File: src/rtl/chip8_fetch.sv
// ============================================================================
// Module   : chip8_fetch
// Purpose  : CHIP-8 instruction fetch; reads two RAM bytes at PC, PC+1 and
//            presents them big-endian as one 16-bit opcode with a valid pulse.
// Revision : 1.0 - initial release
// ============================================================================
`default_nettype none

module chip8_fetch #(
    parameter int unsigned ADDR_W = 12
) (
    input  logic              clk_i,
    input  logic              reset_i,
    input  logic              fetch_req_i,
    input  logic [ADDR_W-1:0] pc_i,
    output logic              mem_rd_o,
    output logic [ADDR_W-1:0] mem_addr_o,
    input  logic [7:0]        mem_rdata_i,
    output logic              busy_o,
    output logic [15:0]       opcode_o,
    output logic [ADDR_W-1:0] opcode_pc_o,
    output logic              opcode_valid_o
);

    typedef enum logic [1:0] {
        S_IDLE     = 2'd0,
        S_RD_HI    = 2'd1,
        S_RD_LO    = 2'd2,
        S_ASSEMBLE = 2'd3
    } state_t;

    localparam logic [ADDR_W-1:0] C_ONE = {{(ADDR_W-1){1'b0}}, 1'b1};

    state_t              state_q, state_d;
    logic [ADDR_W-1:0]   pc_q, pc_d;
    logic [7:0]          hi_q, hi_d;
    logic [15:0]         opcode_q, opcode_d;
    logic [ADDR_W-1:0]   opcode_pc_q, opcode_pc_d;
    logic                valid_q, valid_d;

    always_ff @(posedge clk_i) begin
        if (reset_i) begin
            state_q     <= S_IDLE;
            pc_q        <= '0;
            hi_q        <= 8'h00;
            opcode_q    <= 16'h0000;
            opcode_pc_q <= '0;
            valid_q     <= 1'b0;
        end else begin
            state_q     <= state_d;
            pc_q        <= pc_d;
            hi_q        <= hi_d;
            opcode_q    <= opcode_d;
            opcode_pc_q <= opcode_pc_d;
            valid_q     <= valid_d;
        end
    end

    // RAM strobe/address are decoded from registered state only; outside
    // the two read cycles the address rests on pc_q so it stays stable.
    always_comb begin
        state_d     = state_q;
        pc_d        = pc_q;
        hi_d        = hi_q;
        opcode_d    = opcode_q;
        opcode_pc_d = opcode_pc_q;
        valid_d     = 1'b0;
        mem_rd_o    = 1'b0;
        mem_addr_o  = pc_q;

        case (state_q)
            S_IDLE: begin
                if (fetch_req_i) begin
                    pc_d    = pc_i;
                    state_d = S_RD_HI;
                end
            end
            S_RD_HI: begin
                mem_rd_o = 1'b1;
                state_d  = S_RD_LO;
            end
            S_RD_LO: begin
                hi_d       = mem_rdata_i;
                mem_rd_o   = 1'b1;
                mem_addr_o = pc_q + C_ONE;
                state_d    = S_ASSEMBLE;
            end
            S_ASSEMBLE: begin
                opcode_d    = {hi_q, mem_rdata_i};
                opcode_pc_d = pc_q;
                valid_d     = 1'b1;
                state_d     = S_IDLE;
            end
            default: state_d = S_IDLE;
        endcase
    end

    assign busy_o         = (state_q != S_IDLE);
    assign opcode_o       = opcode_q;
    assign opcode_pc_o    = opcode_pc_q;
    assign opcode_valid_o = valid_q;

endmodule

`default_nettype wire

File: config.mk
export PLATFORM = sky130hd
export DESIGN_NAME = chip8_fetch
export DESIGN_NICKNAME = d
export VERILOG_FILES = /design/src/rtl/chip8_fetch.sv
export SDC_FILE = /design/constraint.sdc
export NUM_CORES = 1
export LEC_CHECK = 0
export ABC_AREA = 1
export CAP_MARGIN = 0
export CORE_ASPECT_RATIO = 0.6
export CORE_MARGIN = 4
export CORE_UTILIZATION = 30
export DETAILED_ROUTE_END_ITERATION = 12
export PLACE_DENSITY = 0.6
export SETUP_SLACK_MARGIN = 0.15
export SLEW_MARGIN = 30
export SYNTH_ARGS = -nofsm -noshare
export SYNTH_HDL_FRONTEND = slang
export SYNTH_SLANG_ARGS = --single-unit
File: constraint.sdc
create_clock -name clk_i -period 2 [get_ports clk_i]
set_input_delay 0.4 -clock clk_i [delete_from_list [all_inputs] [get_ports clk_i]]
set_output_delay 0.4 -clock clk_i [all_outputs]
set_load 0.02 [all_outputs]
==> impl_results.md, run 1 <==
* Most frequent CP cell: nand2_1
* Final std cell area, no fill at 3260 um2
* Area post-placement at ~2900 um2
* Max VDD drop at 0.456 mV
* Nets at 385
* CP arrival at 1.52 ns
* Fin Clk Skew at 0.00237 ns
* Hold-fix buffers, CTS at 0
* Clock buffer depth at 2
* Gr usage total at 14.2%
* Ports at 66
* WS Path Type: reg2out
* Num CTS Buffers at 5
* Detailed-route DRC error count at 0
* Placer Congestion at 0.895
* DR pass1 iterations at 4
* Die H at 72.5 um
* Cell taking the most area after synthesis: dfxtp_1
* Syn. warnings at 0
* Final Routed Wirelength at 5820 um
* Initial antenna violation count at 0
* Die width at 115 um
* Pre-CTS WS at -0.228 ns
* Crit. End Element: output pin
* Die area at around 8400 um2
* RSZ-0062 raised after global routing: yes
* Vias per cell at about 4.6
* Antenna Violating Nets Remaining at 0
* DP Cell Count at 433
* Reg2reg setup slack at ~0.47 ns
* Max stage delay on crit path at roughly 0.38 ns
* Final min period at approximately 1.9 ns
* Placement Rows at 23
* CTS tree: built
* Sequential power share at 34.0%
* Wire per inst at 13.1 um
* Max Slew Vio Count at 0
* P&R area growth vs syn at 56.7%
* Core ar. at 6710 um2
* Power density over the cells at 1170 nW/um2
* Mapped Area at 2080 um2
* Pleak at 1.30 nW
* Post-synth net total at about 300
* MaxCap Viol Count at 0
* Antenna cells at 0
* Number of buffers added on ports at 65
* Routed vias at 2031
* Cell-by-cell trace of the critical path: buf_4 > nand2_1 > nor2_4 > nand2_4 > o21ai_1 > nand2_1 > buf_6
* Clock latency on the worst-skew pair at 0.28 ns
* Post-synthesis register bit count at a little over 50
* Post-DP HPWL at 4060 um
* Combinational Power Share at 38.0%
* Distinct cells, synth at 20
* Slew of the pin with the lowest slew margin at around 0.54 ns
* Vias in the first global route at 2004
* Psw at 1.28 mW
* Post-Syn Instances at 273
* First-pass GRT wire length at 9470 um
* Fillers at 659
* Internal power at 2.54 mW
* Initial DRC Count at 83
* Final setup margin at 0.0812 ns
* Setup violations, final at 0
* Fin crit share at 95.9%
* Layout Cells excl Fill at 445
* Reg clk slew, reported paths at 0.06 ns
* CP max FO at 4
* Top cell type's share of synthesized area at 49.1%
* Seq/Total Area, Yosys at 49.1%
* Sw Share at 33.5%
* Top post-synthesis cells by area: dfxtp_1 49%, nand2_1 17%, a21oi_1 8.9%
* H-tree depth at 2
* Relative slew slack at 63.9%
* Clk pwr share at 28.1%
* Slowest stage cell, crit path: dfxtp_4
* Hold crit path type: reg2reg
* Fmax at 521 MHz
* Synth Area per Inst at 7.61 um2
* CTS Root Cell: clkbuf_16
* Ratio of cells with drive above 1 in the final layout at 20.4%
* Gr ovfl total at 0
* Largest net degree at the start of global routing at 52
* Sink Count at a little over 50
* Req. time, crit path at approximately 1.6 ns
* Worst hold slack at 0.459 ns
* Final Hold Vio Count at 0
* Status: finished clean
* Initial Utilization at between 30 and 40%
* Startpoint types: flop
==> state kept, by name (all words and copies together) (netlist names) <==
name	cells
pc_q	12
opcode_pc_o	12
opcode_o	16
opcode_valid_o	1
hi_q	8
state_q	2
==> kinds of logic after synthesis <==
kind of cell    count (synthesis)  share of synthesized area (%)
simple gates                  127                           24.3
xor+xnor                        7                           2.95
flops                          51                           49.1
compound gates                 52                           14.1
buf+inv                        31                           6.44
fa+ha+maj                       5                           3.01
==> power groups by stage <==
stage	logic, mW	registers, mW	clock network (mW)
finish	1.45	1.30	1.07
global route	1.59	1.32	1.14
floorplan	0.667	1.35	0
global placement	1.36	1.29	0
CTS	1.42	1.29	1.10
detailed placement	1.37	1.30	0
==> path summary, 6_finish.rpt <==
kind                    to       start  cells past startpoint
min reg2reg   opcode_o[11]     hi_q[3]                      2
min           opcode_o[11]     hi_q[3]                      2
max reg2reg        pc_q[2]  state_q[1]                      7
max          mem_addr_o[9]     pc_q[1]                      7
==> stage by stage <==
stage	total power [mW]	TNS (ns)	utilization, %
3_5_place_dp	2.67	-1.81	43.7
6_report	3.82	0	48.6
4_1_cts	3.81	0	47.6
3_3_place_gp	2.65	-1.34	43.7
5_1_grt	4.05	0	48.6
2_1_floorplan	2.02	0	-
==> layout make-up <==
type / count / area [um2] / area share [%]
multi-input cells: 191 / 1030 / 31.6
clock buffers: 6 / 129 / 3.96
flip-flops and latches: 51 / 1030 / 31.7
repair buffers: 91 / 832 / 25.5
well taps: 87 / 109 / 3.34
inverters: 17 / 66.3 / 2.04
clock inverters: 2 / 60.1 / 1.84
==> critical path: cells and delay by family (launching register included) <==
kind,cells,cell delay [ns]
simple gates,4,0.48
flops,1,0.38
buf+inv,2,0.25
compound gates,1,0.12
==> per-layer routing <==
metal	share of wire [%]	routed length, um	vias to the layer above	global-route usage (%)
li1	-	-	1040	-
met1	49	2880	936	19.8
met2	43	2510	47	21.4
met3	6.4	372	8	4.50
met4	0.96	56	0	3.39
met5	0	0	-	0
==> cells in the final DEF (no fill, tap or decap), types with 2 or more instances in the layout <==
master / Yosys / final
a211oi_1: 13 / 13
a21oi_1: 37 / 37
buf_2: 8 / 4
buf_4: 2 / 28
buf_6: 0 / 8
bufinv_16: 0 / 2
clkbuf_16: 0 / 5
clkdlybuf4s50_1: 0 / 50
dfxtp_1: 51 / 46
dfxtp_2: 0 / 3
dfxtp_4: 0 / 2
ha_1: 5 / 3
ha_4: 0 / 2
inv_1: 16 / 15
nand2_1: 96 / 92
nand2_2: 2 / 3
nand2_4: 0 / 3
nand3_1: 4 / 3
nand4_1: 2 / 2
nor2_1: 19 / 16
nor2_2: 2 / 2
nor2_4: 1 / 4
xor2_1: 7 / 5
xor2_2: 0 / 2
==> what timing repair did <==
item,in CTS,in global routing
gates cloned,0,0
endpoints found under the setup margin,14,14
pin swaps,4,6
setup buffers,3,1
gates resized for setup,83,21
==> cell usage after synthesis <==
master     n
a211oi_1  13
dfxtp_1   51
nor2_2     2
buf_4      2
nand2_1   96
clkbuf_1   4
a21oi_1   37
nand3_1    4
nand4_1    2
ha_1       5
inv_2      1
nor2_4     1
o22ai_1    1
nand2_2    2
buf_2      8
nor2_1    19
o21ai_1    1
inv_1     16
nor3_1     1
xor2_1     7
Note: power is estimated with default switching activity, not from simulation.
==> run 2: changes to the inputs <==
Settings changed: PLACE_DENSITY 0.6 to 0.53, SKIP_LAST_GASP set to 1.
==> impl_results.md, run 2 (synthesis gave the netlist of run 1 again) <==
* Max VDD drop at 0.628 mV (+38%)
* Vias per cell at 4.49 (-1.7%)
* Crit. End Element: output pin
* Die H at 72.5 um (unchanged)
* DR pass1 iterations at 4 (unchanged)
* Core ar. at 6710 um2 (unchanged)
* Gr usage total at 14.7% (+0.50 points)
* Setup TNS at 0 ns (unchanged)
* Fmax at 532 MHz (+2.1%)
* Pleak at 1.25 nW (-3.6%)
* Sink Count at 51 (unchanged)
* Reg2Reg Depth at 7 (unchanged)
* Final min period at 1.88 ns (-0.0389 ns)
* RSZ-0062 raised after global routing: yes
* Antenna cells at 0 (unchanged)
* Worst hold slack at 0.462 ns (+0.00256 ns)
* Reg clk slew, reported paths at 0.07 ns (about the same)
* Reg2reg end: opcode_pc_o[2]
* Hold crit path type: reg2reg
* First-pass GRT wire length at 9680 um (+2.2%)
* Largest net degree at the start of global routing at 34 (-35%)
* CTS tree: built
* Relative slew slack at 75.2% (+11 points)
* Reg2reg setup slack at 0.49 ns (+0.02 ns)
* Die width at 115 um (unchanged)
* Post-DP HPWL at 4280 um (+5.5%)
* H-tree depth at 2 (unchanged)
* Area post-placement at 2940 um2 (+0.43%)
* Gr ovfl total at 0 (unchanged)
* Req. time, crit path at 1.60 ns (about the same)
* Max FFs per register at 16 (unchanged)
* Final std cell area, no fill at 3180 um2 (-2.3%)
* Final Hold Vio Count at 0 (unchanged)
* Most frequent cells in the layout: 90 x nand2_1, 50 x clkdlybuf4s50_1, 46 x dfxtp_1
* WS Path Type: reg2out
* Vias in the first global route at 1943 (-3.0%)
* P&R area growth vs syn at 53.2%
* Power density over the cells at 1140 nW/um2 (-2.7%)
* CP arrival at 1.48 ns (-0.04 ns)
* Fillers at 679 (+3.0%)
* Routed vias at 1979 (-2.6%)
* Clock buffer depth at 2 (unchanged)
* Launch point of the worst reg-to-reg path: state_q[0]
* Placer Congestion at 0.788 (-12%)
* Initial DRC Count at 95 (+14%)
* Initial antenna violation count at 0 (unchanged)
* Commonest non-fill, non-tap cell in the layout: nand2_1
* Slew of the pin with the lowest slew margin at 0.372 ns (-0.169 ns)
* Detailed-route DRC error count at 0 (unchanged)
* Total power draw at 3.63 mW (-4.9%)
* Ports at 66 (unchanged)
* Setup violations, final at 0 (unchanged)
* Final Routed Wirelength at 5960 um (+2.5%)
* CP max FO at 5 (+1)
* Hold-fix buffers, CTS at 0 (unchanged)
* Number of buffers added on ports at 65 (unchanged)
* Status: finished clean
* Crit path launch: state_q[0]
* CP endpoint: mem_addr_o[9]
* Num CTS Buffers at 5 (unchanged)
* Die area at 8370 um2 (unchanged)
* Ratio of cells with drive above 1 in the final layout at 20.3% (-0.052 points)
* Fin crit share at 94.0% (-1.9 points)
* Nets at 382 (-0.78%)
* Hold path depth at 2 (unchanged)
* Startpoint types: flop
* MaxCap Viol Count at 0 (unchanged)
* Placement Rows at 23 (unchanged)
* Clock latency on the worst-skew pair at 0.29 ns (about the same)
* Max Slew Vio Count at 0 (unchanged)
* Initial Utilization at 31.0% (unchanged)
* CTS Root Cell: clkbuf_16
* Fin Clk Skew at 0.00350 ns (+0.00113 ns)
* Antenna Violating Nets Remaining at 0 (unchanged)
* Wire per inst at 13.5 um (+3.4%)
run 2: final cells by class:
class                   instances  area (um2)  share of cell area (%)
repair buffers                 88         801                    25.2
clock buffers                   5         125                    3.93
flip-flops and latches         51        1030                    32.3
inverters                      17        66.3                    2.08
multi-input cells             191        1020                    32.0
clock inverters                 2        37.5                    1.18
well taps                      87         109                    3.42
run 2: repair_timing:
| item | CTS | global route |
|---|---|---|
| setup endpoints to repair | 14 | 13 |
| setup buffers | 1 | 0 |
| pin swaps | 6 | 5 |
| resized for setup | 81 | 18 |
run 2: worst min path at each step:
| stage | start | to |
|---|---|---|
| final | opcode_pc_o[4] | opcode_pc_o[4] |
| after detailed placement | opcode_o[6] | opcode_o[6] |
| after global routing | opcode_o[12] | opcode_o[12] |
| after global placement | hi_q[6] | opcode_o[14] |
| after CTS | opcode_pc_o[4] | opcode_pc_o[4] |
| after floorplan | hi_q[2] | opcode_o[10] |
run 2: routing by layer:
metal	routed length [um]	GRT usage, %	share of wire [%]	vias to the layer above
li1	-	-	-	1035
met1	3150	21.9	53	889
met2	2410	20.9	40	50
met3	365	3.75	6.1	5
met4	41	3.91	0.69	0
met5	0	0	0	-
run 2: worst max-delay path, stage by stage, from the launching register on:
cell	delay (ns)
dfxtp_2	0.32
inv_2	0.07
ha_4	0.16
nand2_4	0.06
nor2_4	0.15
nand2_4	0.09
o21ai_2	0.13
nand2_1	0.07
buf_6	0.13
run 2: report_power, final:
part / internal (mW) / switching (mW)
logic: 0.594 / 0.793
clock network: 0.583 / 0.368
registers: 1.18 / 0.115
run 2: metrics by stage:
| stage | instances | utilization (%) | setup slack, ns |
|---|---|---|---|
| 6_report | 441 | 47.5 | 0.120 |
| 5_1_grt | 441 | 47.5 | 0.0424 |
| 4_1_cts | 441 | 46.8 | 0.0853 |
| 3_5_place_dp | 433 | 43.9 | -0.171 |
| 3_3_place_gp | 433 | 43.9 | -0.123 |
| 2_1_floorplan | 273 | - | 0.282 |
==> run 3: changes to the inputs <==
Settings changed: CORE_UTILIZATION 30 to 46, PLACE_DENSITY 0.53 to 0.76.
==> impl_results.md, run 3 (synthesis gave the netlist of run 1 again) <==
* Status: finished clean
* Final setup margin at 0.0300 ns (-0.0900 ns)
* Fin crit share at 98.5% (+4.5 points)
* Req. time, crit path at 1.60 ns (about the same)
* Die width at 94.8 um (-18%)
* Final Routed Wirelength at 5770 um (-3.1%)
* CTS Root Cell: clkbuf_8
* Slowest stage cell, crit path: dfxtp_2
* Number of buffers added on ports at 65 (unchanged)
* Gr ovfl total at 0 (unchanged)
* Ports at 66 (unchanged)
* Relative slew slack at 66.8% (-8.4 points)
* DP Cell Count at 402 (-7.2%)
* Pleak at 1.25 nW (-0.26%)
* CP max FO at 5 (unchanged)
* Gr usage total at 20.7% (+6.0 points)
* Initial antenna violation count at 0 (unchanged)
* H-tree depth at 2 (unchanged)
* Vias per cell at 4.98 (+11%)
* DR pass1 iterations at 4 (unchanged)
* Final min period at 1.97 ns (+0.0900 ns)
* Slew of the pin with the lowest slew margin at 0.498 ns (+0.126 ns)
* Nets at 381 (-0.26%)
* Most frequent cells in the layout: 92 x nand2_1, 50 x clkdlybuf4s50_1, 45 x dfxtp_1
* RSZ-0062 raised after global routing: yes
* Cell-by-cell trace of the critical path: inv_2 > ha_4 > nand2_4 > nor2_4 > buf_4 > xor2_1 > buf_4
* First-pass GRT wire length at 8960 um (-7.5%)
* Antenna Violating Nets Remaining at 0 (unchanged)
* Total power draw at 3.47 mW (-4.6%)
* Max stage delay on crit path at 0.33 ns (about the same)
* Antenna cells at 0 (unchanged)
* Startpoint types: flop
* Post-DP HPWL at 3950 um (-7.7%)
* Setup TNS at 0 ns (unchanged)
* Final std cell area, no fill at 3130 um2 (-1.5%)
* Ratio of cells with drive above 1 in the final layout at 20.3% (unchanged)
* Clock buffer depth at 2 (unchanged)
* Placement Rows at 18 (-22%)
* Reg clk slew, reported paths at 0.09 ns (+0.02 ns)
* Top delay family on crit path: buffers and inverters
* Area post-placement at 2880 um2 (-2.2%)
* Commonest non-fill, non-tap cell in the layout: nand2_1
* Core ar. at 4230 um2 (-37%)
* Max Slew Vio Count at 0 (unchanged)
* Final Hold Vio Count at 0 (unchanged)
* Detailed-route DRC error count at 0 (unchanged)
* WS Path Type: reg2out
* Initial Utilization at 49.1% (+18 points)
* Pre-CTS WS at -0.283 ns (-0.112 ns)
* Wire per inst at 13.9 um (+3.2%)
* Largest net degree at the start of global routing at 28 (-18%)
* Crit. End Element: output pin
* Clock latency on the worst-skew pair at 0.31 ns (+0.02 ns)
* Util after Layout at 74.0% (+27 points)
* Fmax at 508 MHz (-4.6%)
* Max VDD drop at 0.756 mV (+20%)
* Placer Congestion at 0.885 (+12%)
* Power density over the cells at 1110 nW/um2 (-3.1%)
* Layout Cells excl Fill at 414 (-6.1%)
* Die area at 5690 um2 (-32%)
* Setup violations, final at 0 (unchanged)
* CTS tree: built
* Initial DRC Count at 79 (-17%)
* MaxCap Viol Count at 0 (unchanged)
* Worst hold slack at 0.460 ns (-0.00107 ns)
* Vias in the first global route at 1897 (-2.4%)
* Routed vias at 2061 (+4.1%)
* CP arrival at 1.57 ns (+0.09 ns)
* Max FFs per register at 16 (unchanged)
* CP bufs+invs at 3 (+1)
* Hold crit path type: reg2reg
* Fin Clk Skew at 0.00968 ns (+0.00618 ns)
* Die H at 60.1 um (-17%)
* Most frequent CP cell: buf_4
* P&R area growth vs syn at 50.8%
* Sink Count at 51 (unchanged)
* Num CTS Buffers at 5 (unchanged)
[run 3: what timing repair did]
action | CTS | global route
setup endpoints to repair | 14 | 13
pin swaps | 4 | 8
buffers inserted | 2 | 2
hold buffers | 0 | 0
gates resized for setup | 83 | 21
[run 3: worst register-to-register path: cells and delay by family, from the launching register on]
kind | cells | cell delay, ns
simple gates | 2 | 0.30
fa+ha+maj | 1 | 0.21
compound gates | 1 | 0.19
flops | 1 | 0.35
buf+inv | 3 | 0.42
[run 3: final cells by class]
cell class,count,area (um2)
multi-input combinational,191,1030
fill,319,1100
clock buffer,6,82.6
sequential,51,1030
tap,60,75.1
timing repair buffer,87,813
inverter,17,63.8
clock inverter,2,38.8
[run 3: power breakdown]
| group | total, mW | internal, mW | switching, mW |
|---|---|---|---|
| registers | 1.29 | 1.18 | 0.111 |
| clock network | 0.753 | 0.412 | 0.342 |
| logic | 1.42 | 0.619 | 0.802 |
| total | 3.47 | 2.21 | 1.25 |
[run 3: path summary, 6_finish.rpt]
| kind | start | slack [ns] | to | depth (start not counted) |
|---|---|---|---|---|
| setup / recovery | state_q[0] | 0.03 | mem_addr_o[3] | 7 |
| hold / removal | hi_q[6] | 0.46 | opcode_o[14] | 2 |
| setup reg to reg | state_q[1] | 0.45 | pc_q[0] | 7 |
| hold reg to reg | hi_q[6] | 0.46 | opcode_o[14] | 2 |
[run 3: routing by layer]
| metal | up-vias | track usage, % | wire (um) |
|---|---|---|---|
| li1 | 1031 | - | - |
| met3 | 11 | 5.41 | 452 |
| met1 | 945 | 26.7 | 2610 |
| met4 | 0 | 8.62 | 114 |
| met5 | - | 0 | 0 |
| met2 | 74 | 33.3 | 2600 |
